--- config.mk ---
export PLATFORM = sky130hd
export DESIGN_NAME = decoder_scan_flat
export DESIGN_NICKNAME = d
export VERILOG_FILES = /design/src/rtl/decoder_scan_if.sv /design/src/rtl/decoder_scan.sv /design/src/flat_wrapper.sv
export SDC_FILE = /design/constraint.sdc
export NUM_CORES = 1
export LEC_CHECK = 0
export ABC_AREA = 1
export CORE_MARGIN = 3
export CORE_UTILIZATION = 37
export DETAILED_ROUTE_END_ITERATION = 10
export MAX_ROUTING_LAYER = met4
export PLACE_DENSITY_LB_ADDON = 0.05
export SYNTH_ARGS = -nofsm -noshare
export SYNTH_HDL_FRONTEND = slang
export SYNTH_SLANG_ARGS = --single-unit
--- constraint.sdc ---
create_clock -name clk -period 2.4 [get_ports clk]
set_input_delay 0.72 -clock clk [delete_from_list [all_inputs] [get_ports clk]]
set_output_delay 0.72 -clock clk [all_outputs]
set_load 0.005 [all_outputs]
--- src/rtl/decoder_scan_if.sv ---
// Bus bundle for decoder_scan: control/select inputs and the registered decode outputs.
interface decoder_scan_if #(
    parameter int unsigned N       = 2,
    parameter int unsigned DWELL_W = 8
);
    localparam int unsigned NOUT = 1 << N;

    logic                E;
    logic                mode;
    logic [N-1:0]        A;
    logic [DWELL_W-1:0]  dwell;
    logic [0:NOUT-1]     D;
    logic [N-1:0]        idx;
    logic                wrap;

    modport master (output E, mode, A, dwell, input D, idx, wrap);
    modport slave  (input E, mode, A, dwell, output D, idx, wrap);
endinterface

--- src/rtl/decoder_scan.sv ---
// Active-low N-to-2**N decoder with a static mode and a dwell-timed auto-scan mode.
// Every output is registered; D always decodes the registered idx.
module decoder_scan #(
    parameter int unsigned N       = 2,
    parameter int unsigned DWELL_W = 8
) (
    input  logic           clk,
    input  logic           rst,
    decoder_scan_if.slave  bus
);
    localparam int unsigned NOUT = 1 << N;

    typedef enum logic [1:0] {
        ST_STATIC = 2'd0,
        ST_SCAN   = 2'd1,
        ST_PAUSE  = 2'd2
    } state_e;

    state_e              state_q, state_d;
    logic [N-1:0]        idx_q, idx_d;
    logic [DWELL_W-1:0]  cnt_q, cnt_d;
    logic [0:NOUT-1]     d_q, d_d;
    logic                wrap_q, wrap_d;

    // State and output registers
    always_ff @(posedge clk) begin
        if (rst) begin
            state_q <= ST_STATIC;
            idx_q   <= '0;
            cnt_q   <= '0;
            d_q     <= '1;
            wrap_q  <= 1'b0;
        end else begin
            state_q <= state_d;
            idx_q   <= idx_d;
            cnt_q   <= cnt_d;
            d_q     <= d_d;
            wrap_q  <= wrap_d;
        end
    end

    // Next state and next outputs; D is decoded from idx_d so both land on the same edge
    always_comb begin
        state_d = state_q;
        idx_d   = idx_q;
        cnt_d   = cnt_q;
        d_d     = '1;
        wrap_d  = 1'b0;

        if (!bus.mode) begin
            state_d = ST_STATIC;
            idx_d   = bus.A;
            cnt_d   = '0;
            if (!bus.E) d_d[idx_d] = 1'b0;
        end else begin
            unique case (state_q)
                ST_STATIC: begin
                    state_d = bus.E ? ST_PAUSE : ST_SCAN;
                    idx_d   = bus.A;
                    cnt_d   = '0;
                    if (!bus.E) d_d[idx_d] = 1'b0;
                end
                ST_SCAN, ST_PAUSE: begin
                    if (bus.E) begin
                        state_d = ST_PAUSE;
                    end else begin
                        state_d = ST_SCAN;
                        // >= so a dwell lowered below cnt ends the step immediately
                        if (cnt_q >= bus.dwell) begin
                            cnt_d  = '0;
                            idx_d  = idx_q + N'(1);
                            wrap_d = (idx_q == {N{1'b1}});
                        end else begin
                            cnt_d = cnt_q + DWELL_W'(1);
                        end
                        d_d[idx_d] = 1'b0;
                    end
                end
                default: begin
                    state_d = ST_STATIC;
                    idx_d   = bus.A;
                    cnt_d   = '0;
                end
            endcase
        end
    end

    assign bus.D    = d_q;
    assign bus.idx  = idx_q;
    assign bus.wrap = wrap_q;

endmodule
--- src/flat_wrapper.sv ---
// flat-port wrapper written by rule: the top's interface ports become plain ports
module decoder_scan_flat 
#(
    parameter int unsigned N       = 2,
    parameter int unsigned DWELL_W = 8
)
  (clk, rst, bus_E, bus_mode, bus_A, bus_dwell, bus_D, bus_idx, bus_wrap);
  decoder_scan_if #(.N(N), .DWELL_W(DWELL_W)) bus_i ();
  input  logic clk;
  input  logic rst;
  input wire logic [$bits(bus_i.E)-1:0] bus_E;
  input wire logic [$bits(bus_i.mode)-1:0] bus_mode;
  input wire logic [$bits(bus_i.A)-1:0] bus_A;
  input wire logic [$bits(bus_i.dwell)-1:0] bus_dwell;
  output wire logic [$bits(bus_i.D)-1:0] bus_D;
  output wire logic [$bits(bus_i.idx)-1:0] bus_idx;
  output wire logic [$bits(bus_i.wrap)-1:0] bus_wrap;
  assign bus_i.E = bus_E;
  assign bus_i.mode = bus_mode;
  assign bus_i.A = bus_A;
  assign bus_i.dwell = bus_dwell;
  assign bus_D = bus_i.D;
  assign bus_idx = bus_i.idx;
  assign bus_wrap = bus_i.wrap;
  decoder_scan #(.N(N), .DWELL_W(DWELL_W)) u_core (.clk(clk), .rst(rst), .bus(bus_i));
endmodule
# Word level (Yosys, flattened, before mapping)
# Cells that the tools add are included.
# W data, S select, Z words.
classes:
  addsub: 2
  bitwise: 8
  shifts: 0
  n_div: 0
  magnitude_cmp: 5
  reduce_logical: 8
  mul: 0
  eq_ne: 4
  n_mux: 17
op_table:
  columns: ["cell", "count"]
  rows:
  - ["$mux W2", 8]
  - ["$mux W4", 3]
  - ["$reduce_or A3 Y1", 3]
  - ["$add A8 B1 Y8 const B", 1]
  - ["$ge A8 B8 Y1", 1]
  - ["$mux W8", 1]
  - ["$not A4 Y4", 2]
  - ["$pmux W4 S2", 1]
  - ["$ge A3 B3 Y1 const B", 2]
  - ["$lt A3 B1 Y1 const B", 2]
  - ["$not A2 Y3", 2]
  - ["$reduce_or A5 Y1", 1]
  - ["$demux W1 S2", 2]
  - ["$eq A2 B2 Y1 const B", 2]
  - ["$not A1 Y1", 4]
  - ["$ne A3 B3 Y1 const B", 1]
  - ["$add A2 B1 Y2 const B", 1]
  - ["$eq A2 B1 Y1 const B", 1]
  - ["$logic_and A1 B1 Y1", 2]
  - ["$logic_not A2 Y1", 1]
  - ["$mux W1", 2]
  - ["$reduce_or A2 Y1", 1]
totals:
  elab_cells: 49
  romBits: 0
  latchBits: 0
  input_bits: 14
  mem_bits_rw: 0
  mem_count: 0
  out_inout_bits: 7
  ff_bits: 17

# Longest topological paths before layout
depth:
  word_depth: 14
  mapped_depth: 16
  mapped_depth_nobuf: 16

# Worst setup path after synthesis
# OpenSTA, ideal clock, no wires.
synth_timing:
  kind: "input-to-reg"
  start: "input port bus_dwell[7]"
  end: "register u_core.d_q, in the netlist u_core.bus.D[3]"
  setup_slack_ns: 0.443
  required_time_ns: 2.286
  t_arrival_ns: 1.843
  cell_stages: 11
  n_path_buf: 0
  setup_ns: 0.114
  path_cell_list: "inv_1 ha_1 a21o_1 nor2_4 nand4_1 nand2_2 nand3_1 nand2_1 nand2_1 nand2_1 nand2_1"
synth_between:
  elab_chain_len: 14
  elab_cells_between_ends: 15
  classes_between: "order compare (3); mux (9); bitwise (2); reduce/logical (1)"
synth_rtl:
  columns: ["element", "line_no", "rtl"]
  rows:
  - ["start: declaration", "flat_wrapper.sv:14", "input wire logic [$bits(bus_i.dwell)-1:0] bus_dwell;"]
  - ["$ge A8 B8 Y1 *", "decoder_scan.sv:69", "if (cnt_q >= bus.dwell) begin"]
  - ["$mux W2 *", "decoder_scan.sv:69", null]
  - ["$mux W2 *", "decoder_scan.sv:64", "if (bus.E) begin"]
  - ["$mux W2 *", "decoder_scan.sv:56", "unique case (state_q)"]
  - ["$mux W2 *", "decoder_scan.sv:50", "if (!bus.mode) begin"]
  - ["$not A2 Y3 (not written as such) *", "decoder_scan.sv:76", "d_d[idx_d] = 1'b0;"]
  - ["$ge A3 B3 Y1 (not written as such) or $lt A3 B1 Y1 (tied branches)", "decoder_scan.sv:76", null]
  - ["$logic_and A1 B1 Y1 (not written as such)", "decoder_scan.sv:76", null]
  - ["$mux W1 (not written as such)", "decoder_scan.sv:76", null]
  - ["$demux W1 S2 *", "decoder_scan.sv:76", null]
  - ["$not A4 Y4 (no source line) *", null, null]
  - ["$mux W4 *", "decoder_scan.sv:64", null]
  - ["$pmux W4 S2 *", "decoder_scan.sv:56", null]
  - ["$mux W4 *", "decoder_scan.sv:50", null]
  - ["end signal: assignment", "decoder_scan.sv:31", "d_q <= '1;"]
  - ["end signal: assignment", "decoder_scan.sv:37", "d_q <= d_d;"]
  - ["end: declaration", "decoder_scan.sv:22", "logic [0:NOUT-1] d_q, d_d;"]
# Every way passes the cells marked *; elsewhere a longest branch is shown, timed or not. The select of a mux whose other input is x is not followed.
# A chain may end at the register's enable or synchronous reset.

# Worst setup path in the final report
# Same ends and word-level chain as after synthesis.

==> run_results.csv <==
group,metric,value,unit
outcome,outcome,"finished clean",
synthesis,synth_edf_count,0,
grt,grt_antenna_before_repair,0,
die,die_area,3950,sq um
synthesis,synth_ff_type,"sky130_fd_sc_hd__dfxtp_1",
sta,achievable-frequency,447,MHz
final_layout,multi_input_gate_area,729,sq um
worst_setup_path,timing.critical_path.required,2.60,ns
pwr,power.density_cell_area,380,nW/um^2
cts,root_buffer_cell,"sky130_fd_sc_hd__clkbuf_4",
cts,worst_setup_hold_path_clk_slew,0.11,ns
pwr,fin_total_pwr,0.000563,W
worst_setup_path,critical-path-max-stage-delay,0.46,ns
die,boundaryPins,21,
cts,max-clock-path-buffers,2,
synthesis,ys_warn_count,0,
worst_setup_path,path_cells,"clkdlybuf4s50_1 -> inv_1 -> ha_1 -> a21o_1 -> nor2_4 -> nand4_1 -> nand2_2 -> nand3_1 -> nand2_1 -> nand2_1 -> nand2_1 -> nand2_1",
die,placementRows,20,
cts,tritoncts_clock_tree,"built",
placement,place_hpwl,1.98,mm
final_layout,finalNetCount,218,
synthesis,synth.cells.most_frequent,"37 x sky130_fd_sc_hd__nand2_1, 29 x sky130_fd_sc_hd__inv_1, 17 x sky130_fd_sc_hd__dfxtp_1, 12 x sky130_fd_sc_hd__ha_1, 12 x sky130_fd_sc_hd__nor2_1",
die,core-area,3080,sq um
flow_run,number_of_maximum_capacitance_constraint_violations,0,
route,route.antenna.remaining_nets,0,
synthesis,mappedNetlistNets,193,
synthesis,synthDominantAreaCellType,"sky130_fd_sc_hd__dfxtp_1",
route,drt_pre_antenna_iters,4,
final_layout,flow.area_growth_from_synthesis,24.1,%
sta,clock_skew,0.00855,ns
synthesis,ys_ff_latch,17,
worst_setup_path,crit_path_top_delay_cell,"sky130_fd_sc_hd__clkdlybuf4s50_1",
route,total_wirelength,2.35,mm
die,die_w,62.9,um
route,drc_errors,0,
final_layout,n_antenna_cell,0,
sta,final-hold-violation-count,0,
placement,place.gp.congestion,0.763,
synthesis,synth_cell_types,24,
worst_setup_path,worst_setup_path_class,"in2reg",
final_layout,post_layout_nonfiller_instances,235,
synthesis,postSynthAreaPerCell,7.16,sq um
final_layout,final_core_util,48.2,%
worst_setup_path,worst-path-max-fanout,5,
cts,worstSkewPairLatency,0.29,ns
sta,report.final.slew_viol_count,0,
placement,placedCellCount,231,
cts,post_cts_buffers,0,
grt,first_global_vias,1032,
route,post_drt_via_cell_ratio,4.57,
final_layout,filler_cell_count,319,
synthesis,async_set_or_reset_register_ratio_after_synthesis,0,%
synthesis,yosys-top-cells-area,"sky130_fd_sc_hd__dfxtp_1 28%, sky130_fd_sc_hd__ha_1 13%, sky130_fd_sc_hd__nand2_1 12%, sky130_fd_sc_hd__inv_1 9.1%, sky130_fd_sc_hd__nand2_2 5.2%",
synthesis,synth_largest_type_area_fraction,28.5,%
cts,cts_sink_cnt,17,
cts,clock_tree.htree_level_count,1,
synthesis,synth-seq-area-share,28.5,%
worst_setup_path,worstPathArrival,2.44,ns
placement,post_place_cell_area,1450,sq um
route,route.detailed.wl_per_inst,9.99,um
sta,worst_hold_slack,0.519,ns
cts,cts_made_buffers,3,
die,initial_core_util,38.9,%
final_layout,area_occupied_by_registers,340,sq um
route,drt_iter0_drc,21,
synthesis,synthesis.instances,167,
pwr,cellLeakagePower,0.687,nW
final_layout,layout-drive-gt1-share,15.7,%
die,die_h,62.9,um
hold_path,min_path_type,"reg2reg",
synthesis,synth_most_common_cell,"sky130_fd_sc_hd__nand2_1",
sta,tightest_pin_transition,0.264,ns
pwr,vdd.ir_drop.worst,183,uV
grt,grt_pass1_wl,4.31,mm
worst_setup_path,crit_path_frequent_cell,"sky130_fd_sc_hd__nand2_1",
sta,slew-limit-headroom,82.3,%
final_layout,postLayoutCellArea,1480,sq um
sta,timing.final.crit_share,93.3,%
sta,setup_viol,0,
sta,min_period,2.24,ns
worst_setup_path,critical_path.startpoint_type,"input pin",
route,num_vias,1074,
grt,grtUsageTotal,13.7,%
grt,grt_max_degree,12,
synthesis,netlist_area,1200,sq um
placement,port-buffer-count,20,
grt,globalRoute.totalOverflow,0,
worst_setup_path,end_kind,"flop",
==> cells by family after synthesis <==
kind of cell	count (synthesis)	share of synthesized area, %
AND/OR/NAND/NOR	90	39.5
AO/OA/AOI/OAI	12	5.23
XOR/XNOR	4	2.93
buffers and inverters	32	11.3
flip-flops	17	28.5
adder cells (fa/ha/maj)	12	12.6
==> cells in the final DEF (no fill, tap or decap), drive strengths merged <==
master,n
nand3,9
nor2,17
and3,1
ha,12
xnor2,1
a21o,1
a21oi,11
nor3,8
clkdlybuf4s50,20
clkinv,1
clkbuf,3
dfxtp,17
inv,29
or2,1
xor2,3
nand4,5
nand2,48
buf,3
nor3b,1
==> critical path: cells and delay by family <==
kind                     cells  cell delay, ns
AO/OA/AOI/OAI                1            0.21
adder cells (fa/ha/maj)      1            0.29
buffers and inverters        2            0.50
AND/OR/NAND/NOR              8            0.72
==> area by class of cell <==
class                   count  area share, %
multi-input cells         118           49.2
repair buffers             23           15.0
inverters                  29           7.34
clock buffers               3           1.52
flip-flops and latches     17           22.9
clock inverters             1          0.337
well taps                  44           3.71
==> power by group <==
part           internal [W]  total [W]  switching [W]  leakage, nW
Clock             0.0000619   0.000155      0.0000935       0.0177
Sequential         0.000290   0.000294     0.00000469        0.138
Combinational     0.0000562   0.000114      0.0000576        0.531
==> path summary, 6_finish.rpt <==
path              slack [ns]              end       startpoint  cells after the start
setup reg to reg        0.67  u_core.bus.D[3]  u_core.cnt_q[0]                     13
setup / recovery        0.16  u_core.bus.D[3]     bus_dwell[7]                     12
hold / removal          0.52  u_core.cnt_q[4]  u_core.cnt_q[4]                      2
hold reg to reg         0.52  u_core.cnt_q[4]  u_core.cnt_q[4]                      2
==> timing repair <==
item | 4_1_cts | 5_1_grt
endpoints found under the setup margin | 0 | 2
gates resized for setup | 0 | 2
hold buffers | 0 | 0
endpoints found under the hold margin | 0 | 0
==> per-stage QoR <==
step	worst slack [ns]	setup TNS, ns
after floorplan	0.443	0
after global placement	-0.144	-0.765
after detailed placement	-0.155	-1.09
after CTS	0.170	0
after global routing	-0.00596	-0.00596
final	0.161	0
==> registers in the layout (all words and copies together) (netlist names) <==
signal	flops
u_core.cnt_q	8
u_core.bus.wrap	1
u_core.state_q	2
u_core.bus.D	4
u_core.bus.idx	2
==> layer usage <==
layer  vias to the layer above  wire length, um  track usage, %
li1                        571                -               -
met2                        24             1040            21.6
met5                         -                0               -
met4                         0               32            4.96
met1                       475             1140            17.3
met3                         4              131            2.70
Note: power is estimated with default switching activity, not from simulation.
